==> src/rtl/spi_pkg.sv <==
// Shared definitions for the arbitrated SPI master: default geometry,
// one-hot state encoding and the round-robin pick function.
package spi_pkg;
  localparam int DATA_W_DEF  = 16;
  localparam int CLK_DIV_DEF = 4;

  typedef enum logic [3:0] {
    ST_IDLE  = 4'b0001,
    ST_SETUP = 4'b0010,
    ST_XFER  = 4'b0100,
    ST_HOLD  = 4'b1000
  } state_t;

  // A tie goes to whichever requester was not served last.
  function automatic logic [1:0] rr_pick(input logic [1:0] req, input logic last1);
    logic [1:0] pick;
    case (req)
      2'b01:   pick = 2'b01;
      2'b10:   pick = 2'b10;
      2'b11:   pick = last1 ? 2'b01 : 2'b10;
      default: pick = 2'b00;
    endcase
    return pick;
  endfunction
endpackage

==> src/rtl/spi_rr_arbiter.sv <==
// Two-way round-robin arbiter; the pointer advances only when a grant is taken.
module spi_rr_arbiter
  import spi_pkg::*;
(
  input  logic       clk,
  input  logic       reset,
  input  logic [1:0] req,
  input  logic       update,
  output logic [1:0] gnt
);

  logic last1_r;

  // Remember which requester was served most recently.
  always_ff @(posedge clk or posedge reset) begin
    if (reset) begin
      last1_r <= 1'b1;
    end else if (update) begin
      last1_r <= gnt[1];
    end else begin
      last1_r <= last1_r;
    end
  end

  assign gnt = rr_pick(req, last1_r);

endmodule

==> src/rtl/spi_master_arb.sv <==
// SPI master shared by two requesters: arbitrates, latches mode and data at
// grant, then runs one LSB-first transfer with registered SPI outputs.
module spi_master_arb
  import spi_pkg::*;
#(
  parameter int DATA_W  = DATA_W_DEF,
  parameter int CLK_DIV = CLK_DIV_DEF
) (
  input  logic              clk,
  input  logic              reset,
  input  logic              CKP,
  input  logic              CPH,
  input  logic [1:0]        req,
  input  logic [DATA_W-1:0] tx_data0,
  input  logic [DATA_W-1:0] tx_data1,
  output logic [1:0]        gnt,
  output logic              done,
  output logic [DATA_W-1:0] rx_data,
  output logic              busy,
  output logic              SCK,
  output logic              SS,
  output logic              MOSI,
  input  logic              MISO
);

  localparam int DIV_W  = $clog2(CLK_DIV);
  localparam int EDGE_W = $clog2(2 * DATA_W);
  localparam int BIDX_W = EDGE_W - 1;

  state_t              state_r, state_s;
  logic [DIV_W-1:0]    div_cnt_r, div_cnt_s;
  logic [EDGE_W-1:0]   edge_cnt_r, edge_cnt_s;
  logic                sck_r, sck_s, ss_r, ss_s, mosi_r, mosi_s, done_r, done_s;
  logic [1:0]          gnt_r, gnt_s, arb_gnt_s;
  logic [DATA_W-1:0]   rx_data_r, rx_data_s, rx_shift_r, rx_shift_s, tx_r, tx_s;
  logic                ckp_r, ckp_s, cph_r, cph_s, arb_update_s;
  logic                div_wrap_s, last_bit_s;
  logic [DATA_W-1:0]   tx_sel_s;

  spi_rr_arbiter u_arb (
    .clk    (clk),
    .reset  (reset),
    .req    (req),
    .update (arb_update_s),
    .gnt    (arb_gnt_s)
  );

  assign div_wrap_s = (div_cnt_r == DIV_W'(CLK_DIV - 1));
  assign last_bit_s = (edge_cnt_r[EDGE_W-1:1] == BIDX_W'(DATA_W - 1));
  assign tx_sel_s   = arb_gnt_s[1] ? tx_data1 : tx_data0;

  // Next-state and next-output computation for the whole transfer.
  always_comb begin
    state_s      = state_r;
    div_cnt_s    = div_cnt_r;
    edge_cnt_s   = edge_cnt_r;
    sck_s        = sck_r;
    ss_s         = ss_r;
    mosi_s       = mosi_r;
    gnt_s        = gnt_r;
    done_s       = 1'b0;
    rx_data_s    = rx_data_r;
    rx_shift_s   = rx_shift_r;
    tx_s         = tx_r;
    ckp_s        = ckp_r;
    cph_s        = cph_r;
    arb_update_s = 1'b0;
    case (state_r)
      ST_IDLE: begin
        sck_s      = CKP;
        ss_s       = 1'b1;
        gnt_s      = 2'b00;
        div_cnt_s  = '0;
        edge_cnt_s = '0;
        if (req != 2'b00) begin
          arb_update_s = 1'b1;
          state_s      = ST_SETUP;
          gnt_s        = arb_gnt_s;
          ss_s         = 1'b0;
          ckp_s        = CKP;
          cph_s        = CPH;
          tx_s         = tx_sel_s;
          mosi_s       = tx_sel_s[0];
        end else begin
          state_s = ST_IDLE;
        end
      end
      ST_SETUP: begin
        sck_s = ckp_r;
        if (div_wrap_s) begin
          div_cnt_s = '0;
          state_s   = ST_XFER;
        end else begin
          div_cnt_s = div_cnt_r + DIV_W'(1);
        end
      end
      ST_XFER: begin
        if (div_wrap_s) begin
          div_cnt_s  = '0;
          sck_s      = ~sck_r;
          edge_cnt_s = edge_cnt_r + EDGE_W'(1);
          // Even edge counts are leading edges; the sampling edge is the
          // leading one when CPH=0 and the trailing one when CPH=1.
          if (edge_cnt_r[0] == cph_r) begin
            rx_shift_s = {MISO, rx_shift_r[DATA_W-1:1]};
          end else if (cph_r) begin
            mosi_s = tx_r[0];
            tx_s   = {1'b0, tx_r[DATA_W-1:1]};
          end else if (!last_bit_s) begin
            mosi_s = tx_r[1];
            tx_s   = {1'b0, tx_r[DATA_W-1:1]};
          end else begin
            mosi_s = mosi_r;
          end
          if (edge_cnt_r == EDGE_W'(2 * DATA_W - 1)) begin
            state_s    = ST_HOLD;
            edge_cnt_s = '0;
          end else begin
            state_s = ST_XFER;
          end
        end else begin
          div_cnt_s = div_cnt_r + DIV_W'(1);
        end
      end
      ST_HOLD: begin
        sck_s = ckp_r;
        if (div_wrap_s) begin
          div_cnt_s = '0;
          state_s   = ST_IDLE;
          ss_s      = 1'b1;
          done_s    = 1'b1;
          rx_data_s = rx_shift_r;
          gnt_s     = 2'b00;
        end else begin
          div_cnt_s = div_cnt_r + DIV_W'(1);
        end
      end
      default: begin
        state_s = ST_IDLE;
        ss_s    = 1'b1;
        gnt_s   = 2'b00;
      end
    endcase
  end

  // State and output registers; reset aborts any transfer in flight.
  always_ff @(posedge clk or posedge reset) begin
    if (reset) begin
      state_r    <= ST_IDLE;
      div_cnt_r  <= '0;
      edge_cnt_r <= '0;
      sck_r      <= 1'b0;
      ss_r       <= 1'b1;
      mosi_r     <= 1'b0;
      gnt_r      <= 2'b00;
      done_r     <= 1'b0;
      rx_data_r  <= '0;
      rx_shift_r <= '0;
      tx_r       <= '0;
      ckp_r      <= 1'b0;
      cph_r      <= 1'b0;
    end else begin
      state_r    <= state_s;
      div_cnt_r  <= div_cnt_s;
      edge_cnt_r <= edge_cnt_s;
      sck_r      <= sck_s;
      ss_r       <= ss_s;
      mosi_r     <= mosi_s;
      gnt_r      <= gnt_s;
      done_r     <= done_s;
      rx_data_r  <= rx_data_s;
      rx_shift_r <= rx_shift_s;
      tx_r       <= tx_s;
      ckp_r      <= ckp_s;
      cph_r      <= cph_s;
    end
  end

  assign gnt     = gnt_r;
  assign done    = done_r;
  assign rx_data = rx_data_r;
  assign busy    = (state_r != ST_IDLE);
  assign SCK     = sck_r;
  assign SS      = ss_r;
  assign MOSI    = mosi_r;

endmodule

==> config.mk <==
export PLATFORM = sky130hd
export DESIGN_NAME = spi_master_arb
export DESIGN_NICKNAME = d
export VERILOG_FILES = /design/src/rtl/spi_pkg.sv /design/src/rtl/spi_rr_arbiter.sv /design/src/rtl/spi_master_arb.sv
export SDC_FILE = /design/constraint.sdc
export NUM_CORES = 1
export LEC_CHECK = 0
export BUFFER_PORTS_ARGS = -buffer_cell sky130_fd_sc_hd__buf_2
export CAP_MARGIN = 25
export CORE_MARGIN = 4
export CORE_UTILIZATION = 30
export CTS_BUF_LIST = sky130_fd_sc_hd__clkbuf_4
export DETAILED_ROUTE_END_ITERATION = 7
export PLACE_DENSITY = 0.52
export SYNTH_ARGS = -nofsm -noshare
export SYNTH_HDL_FRONTEND = slang
export SYNTH_HIERARCHICAL = 1
export SYNTH_SLANG_ARGS = --single-unit
==> constraint.sdc <==
create_clock -name clk -period 2.63 [get_ports clk]
set_input_delay 0.3945 -clock clk [delete_from_list [all_inputs] [get_ports clk]]
set_output_delay 0.3945 -clock clk [all_outputs]
set_load 0.1 [all_outputs]
* Yosys cells after proc, flatten, opt, wreduce, memory -nomap -nowiden
Cells that the tools add are included.
** Word-level totals
- Register bits :: 68
- Word-level logic and storage cells :: 89
- Output and inout bits :: 23
- Bits of input ports :: 39
** Operators by class
- Bitwise logic cells :: 2
- Add/sub/neg operators :: 2
- Mux-type cells :: 38
- Reduce and logical (&&, ||, !) cells :: 15
- Equality and inequality tests :: 18
** Operator list (count)
- two-way mux 16 bit :: 6
- case mux 16 bit (2 select lines) :: 1
- two-way mux 4 bit :: 4
- case mux 4 bit (4 select lines) :: 1
- two-way mux 1 bit :: 12
- case mux 2 bit (3 select lines) :: 2
- two-way mux 2 bit :: 5
- two-way mux 5 bit :: 2
- != test 2 bit, second input constant :: 5
- case mux 5 bit (2 select lines) :: 1
- AND reduction 2 bit :: 5
- equality test 4 bit, second input constant :: 2
- equality test 2 bit, second input constant :: 3
- case mux 1 bit (3 select lines) :: 2
- AND reduction 3 bit :: 2
- nonzero test 2 bit :: 3
- adder 5 x 1 -> 5 bit, second input constant :: 1
- equality test 5 bit, second input constant :: 1
- AND reduction 5 bit :: 1
- equality test 4 x 1 -> 1 bit, second input constant :: 1
- equality test 4 x 2 -> 1 bit, second input constant :: 1
- equality test 4 x 3 -> 1 bit, second input constant :: 1
- != test 4 x 1 -> 1 bit, second input constant :: 1
- case mux 2 bit (2 select lines) :: 1
- 9 further kinds :: 11

* Longest topological paths before layout
- Depth in word-level cells :: 6
- Mapped depth :: 7
- Gate-level depth less buffers :: 7

* Modules after synthesis
The synthesis kept the hierarchy.
** Modules (own cells, without submodules)
- spi_master_arb :: sequential area each 1679.1 µm², area each 3328.2 µm², cells each 280, times used 1
- spi_rr_arbiter :: sequential area each 26.3 µm², area each 67.6 µm², cells each 6, times used 1

* Least setup slack after synthesis
Ideal clock, no wire load.
- Path type :: register to register
- From :: reg state_r[0]
- To :: reg mosi_r (netlist: MOSI)
- Stages on the path, launching flop included :: 6
- Setup slack :: 0.500 ns
- Arrival :: 2.005 ns
- Required time :: 2.505 ns
- Library setup time :: 0.125 ns
- Buffers on the path :: 1
- Period minus slack after synthesis :: 2.130 ns
- Cell sequence :: dfstp_2 -> or4b_4 -> nor2_8 -> o21ai_4 -> buf_6 -> mux2_4
** On the way
- Longest elaborated chain between the ends :: 3
- Elaborated cells on any way between the ends :: 9
- Classes of those cells :: 6 x eq/ne; 1 x mux; 2 x reduce/logical
** Ends and longest elaborated chain
- from (decl) :: RTL line spi_master_arb.sv:30 : state_t state_r, state_s;
- from (signal assigned) :: RTL line spi_master_arb.sv:163 : state_r <= state_s;
- equality test 4 x 3 -> 1 bit / equality test 4 x 1 -> 1 bit (equally long branches) :: RTL line spi_master_arb.sv:68 : case (state_r)
- != test 3 bit (no source line), or another cell as far along
- AND reduction 5 bit (no source line)
- to (signal assigned) :: RTL line spi_master_arb.sv:168 : mosi_r <= mosi_s;
- to (decl) :: RTL line spi_master_arb.sv:33 : logic sck_r, sck_s, ss_r, ss_s, mosi_r, mosi_s, done_r, done_s;
Several ways; a longest one is shown, not always the timed one.
A chain may end at the register's enable or synchronous reset.

* Worst setup path in the final report
- From :: reg state_r[0]
- To :: out busy
** On the way
- Longest elaborated chain between the ends :: 1
** Ends and longest elaborated chain
- != test 4 x 1 -> 1 bit :: RTL line spi_master_arb.sv:182 : assign busy = (state_r != ST_IDLE);
- to (decl) :: RTL line spi_master_arb.sv:19 : output logic busy,
No other way between the ends.

==> flow_metrics.py <==
metrics = {
    "run_status": {
        "run_status": "finished clean",
    },
    "min_path": {
        "holdCritStartpoint": "CKP",
        "hold_depth": 3,
        "hold_end": "ckp_r$_DFFE_PP0P_",
        "worst_hold_path_type": "in -> reg",
    },
    "placed_design": {
        "detailed_place.area_sq_um": 3840,
        "port-buffer-count": 61,
        "dp_hpwl_um": 4598,
        "pre_cts_slack_ns": 0.3727,
        "gp_routability_congestion": 0.6956,
    },
    "finish": {
        "multiInputGateArea_sq_um": 1575,
        "syn_to_final_growth_pct": 17.87,
        "number_of_antenna_repair_diodes": 0,
        "final_instance_area_sq_um": 4003,
        "finish.net_count": 390,
        "layout-drive-gt1-share_pct": 42.61,
        "fillers": 1105,
        "sequential_cell_area_sq_um": 1705,
        "postLayoutCoreUtil_pct": 36.60,
    },
    "yosys": {
        "synth-main-ff-cell": "dfrtp_1",
        "netlist_area_sq_um": 3396,
        "syn_avg_cell_area_sq_um": 11.87,
        "seq_area_frac_synth_pct": 50.22,
        "synth-warning-count": 6,
        "syn_nets": 328,
        "yosys_register_bits": 68,
        "post_synth_num_cell_types": 50,
        "synth_edf_count": 0,
        "synth_async_sr_flop_share_pct": 100.0,
        "synth_cells": 286,
    },
    "cts": {
        "max-clock-path-buffers": 2,
        "cts.repair_timing.setup_buffer_count": 0,
        "cts.reportedPaths.clkPinSlew_ns": 0.11,
        "cts_sinks": 68,
        "cts_inserted_buffers": 9,
        "cts_tree": "built",
        "clock_latency_ns": 0.41,
        "htree_num_levels": 3,
        "cts.root.buffer_cell": "clkbuf_4",
    },
    "critical_path": {
        "worst_path_max_delay_cell": "dfstp_2",
        "timing.reg2reg.setup_slack_ns": 0.38,
        "reg2reg_from": "state_r[0]$_DFFE_PP1P_",
        "startpoint_type": "register",
        "timing.setup.critical_path_class": "reg -> out",
        "crit_path_cell_trace": "or4b_4 -> buf_2",
        "crit-reg2reg-capture": "MOSI$_DFFE_PP0P_",
        "count_of_cells_along_the_worst_register_to_register_path": 4,
        "critPathCaptureType": "primary output",
        "cp_data_required_time_ns": 2.24,
        "timing.critical_path.arrival_ns": 2.11,
        "max_stage_delay_ns": 0.81,
        "critical_path.max_fanout": 23,
    },
    "routing": {
        "number_of_drc_violations_after_detailed_routing": 0,
        "vias": 2306,
        "drt_iter0_drc": 40,
        "detail_route.first_pass.iterations": 4,
        "detail_route.vias_per_cell": 4.687,
        "routedWlPerCell_um": 13.13,
        "detail-route-antenna-nets": 0,
        "wirelength_um": 6460,
    },
    "pwr": {
        "worst_ir_drop_vdd_mv": 0.3955,
        "static-leakage-power_nw": 1.938,
        "p_per_area_nw_per_um2": 872.7,
        "fin_total_pwr_mw": 3.493,
    },
    "timing": {
        "grt_setup_unrepaired": "no",
        "fin_ws_ns": 0.1220,
        "final.period_utilization_pct": 95.36,
        "timing.final.hold_violations": 0,
        "setup-violations-final": 0,
        "timing.final.crit_period_ns": 2.508,
        "finalClockSkew_ns": 0.009487,
        "fmax_mhz": 398.7,
        "worstMarginPinSlew_ns": 0.6795,
        "slew_viol_final": 0,
        "timing.slew.headroom_pct": 54.53,
        "setup_tns_final_ns": 0,
    },
    "grt": {
        "grtUsageTotal_pct": 10.73,
        "grt_start_max_net_pins": 31,
        "grt_pass1_wl_um": 11070,
        "antenna_found_initial": 0,
        "grt_pass1_vias": 2307,
        "global_route.overflow_total": 0,
    },
    "flow_run": {
        "cap_violations": 0,
    },
    "die": {
        "fp.dieW_um": 114.4,
        "die_area_sq_um": 13090,
        "core_region_area_sq_um": 10940,
        "dieHeight_um": 114.4,
        "fp-row-count": 38,
        "initial_utilization_pct": 31.05,
        "ios": 62,
    },
}
-- layout by cell type (no fill, tap or decap), types with 4 or more instances in the layout --
master and count:
buf_2 61, mux2_2 42, clkbuf_4 10, o31ai_1 4, nand2_1 25, inv_1 6
nor3_1 6, buf_4 7, mux2i_1 15, nor2_1 9, dfrtp_1 65, a21oi_1 8
nand2b_1 5, mux2_4 10, o21ai_0 26
-- worst max-delay path by stage --
stage,startpoint,to,slack [ns],depth (start not counted)
floorplan,state_r[0]$_DFFE_PP1P_,MOSI$_DFFE_PP0P_,0.50,5
global placement,state_r[0]$_DFFE_PP1P_,tx_r[5]$_DFFE_PP0P_,0.41,4
detailed placement,state_r[2]$_DFFE_PP0P_,rx_shift_r[3]$_DFFE_PP0P_,0.37,3
CTS,state_r[0]$_DFFE_PP1P_,busy,0.08,2
global route,state_r[0]$_DFFE_PP1P_,busy,0.04,2
finish,state_r[0]$_DFFE_PP1P_,busy,0.12,2
-- logic make-up after synthesis --
group	Yosys count	synth area share, %
AND/OR/NAND/NOR	66	11.28
flip-flops	68	50.22
adder cells (fa/ha/maj)	3	1.105
multiplexers	67	22.77
buffers and inverters	25	3.648
AO/OA/AOI/OAI	54	10.21
XOR/XNOR	3	0.7739
-- report_power, final --
part / leakage, nW / total, mW / switching [mW] / internal [mW]
Sequential: 0.890 / 1.48 / 0.201 / 1.28
Combinational: 0.965 / 1.25 / 0.719 / 0.535
Clock: 0.0822 / 0.760 / 0.372 / 0.388
Total: 1.94 / 3.49 / 1.29 / 2.20
-- registers in the layout, indices dropped and copies added, names as in the netlist --
register       count
div_cnt_r          2
ckp_r              1
SS                 1
rx_shift_r        16
state_r            4
tx_r              16
edge_cnt_r         5
u_arb/last1_r      1
MOSI               1
cph_r              1
SCK                1
rx_data           16
gnt                2
done               1
-- per-layer routing --
metal  share of wire, %  GRT usage [%]  up-vias
met5                  0              0        -
met4                2.0          5.463        0
met3                4.7          3.118       13
met2                 44          15.64       43
met1                 49          14.45     1097
li1                   -              -     1153
-- synthesized netlist by cell type, drive strengths merged, types with 2 or more instances --
| cell | instances | area share, % |
|---|---|---|
| dfrtp | 65 | 48 |
| mux2 | 52 | 18 |
| o21ai | 28 | 4.6 |
| nand2 | 25 | 2.8 |
| mux2i | 15 | 4.4 |
| nor2 | 10 | 1.6 |
| buf | 9 | 1.9 |
| clkbuf | 9 | 0.99 |
| a21oi | 8 | 1.2 |
| inv | 7 | 0.77 |
| nor3 | 6 | 0.88 |
| nand2b | 5 | 0.92 |
| o31ai | 4 | 0.88 |
| dfstp | 3 | 2.3 |
| ha | 3 | 1.1 |
| nand3 | 3 | 0.59 |
| nor3b | 3 | 0.66 |
| or3b | 3 | 0.77 |
| a211oi | 2 | 0.44 |
| a21boi | 2 | 0.55 |
| a22o | 2 | 0.52 |
| and3 | 2 | 0.37 |
| nor4 | 2 | 0.55 |
| or4b | 2 | 0.70 |
| xnor2 | 2 | 0.52 |
-- final cells by class --
class,instances,share of cell area [%]
inverters,7,0.6565
well taps,140,4.376
flip-flops and latches,68,42.61
repair buffers,69,9.190
clock buffers,10,1.876
multi-input cells,193,39.36
clock inverters,5,1.938
-- timing repair --
action,in CTS,in global routing
resized for setup,0,0
endpoints found under the hold margin,1,0
hold buffers,1,0
-- metrics by stage --
step	hold WS, ns	std cells
4_1_cts	0.1626	492
6_report	0.1996	492
5_1_grt	0.1950	492
3_3_place_gp	0.4085	476
3_5_place_dp	0.4165	476
2_1_floorplan	0.2842	286
-- worst max-delay path: cells and delay by family, from the launching register on --
kind | cells | cell delay (ns)
buffers and inverters | 1 | 0.32
AND/OR/NAND/NOR | 1 | 0.57
flip-flops | 1 | 0.81
No activity file was read; power rests on OpenSTA's default activity.
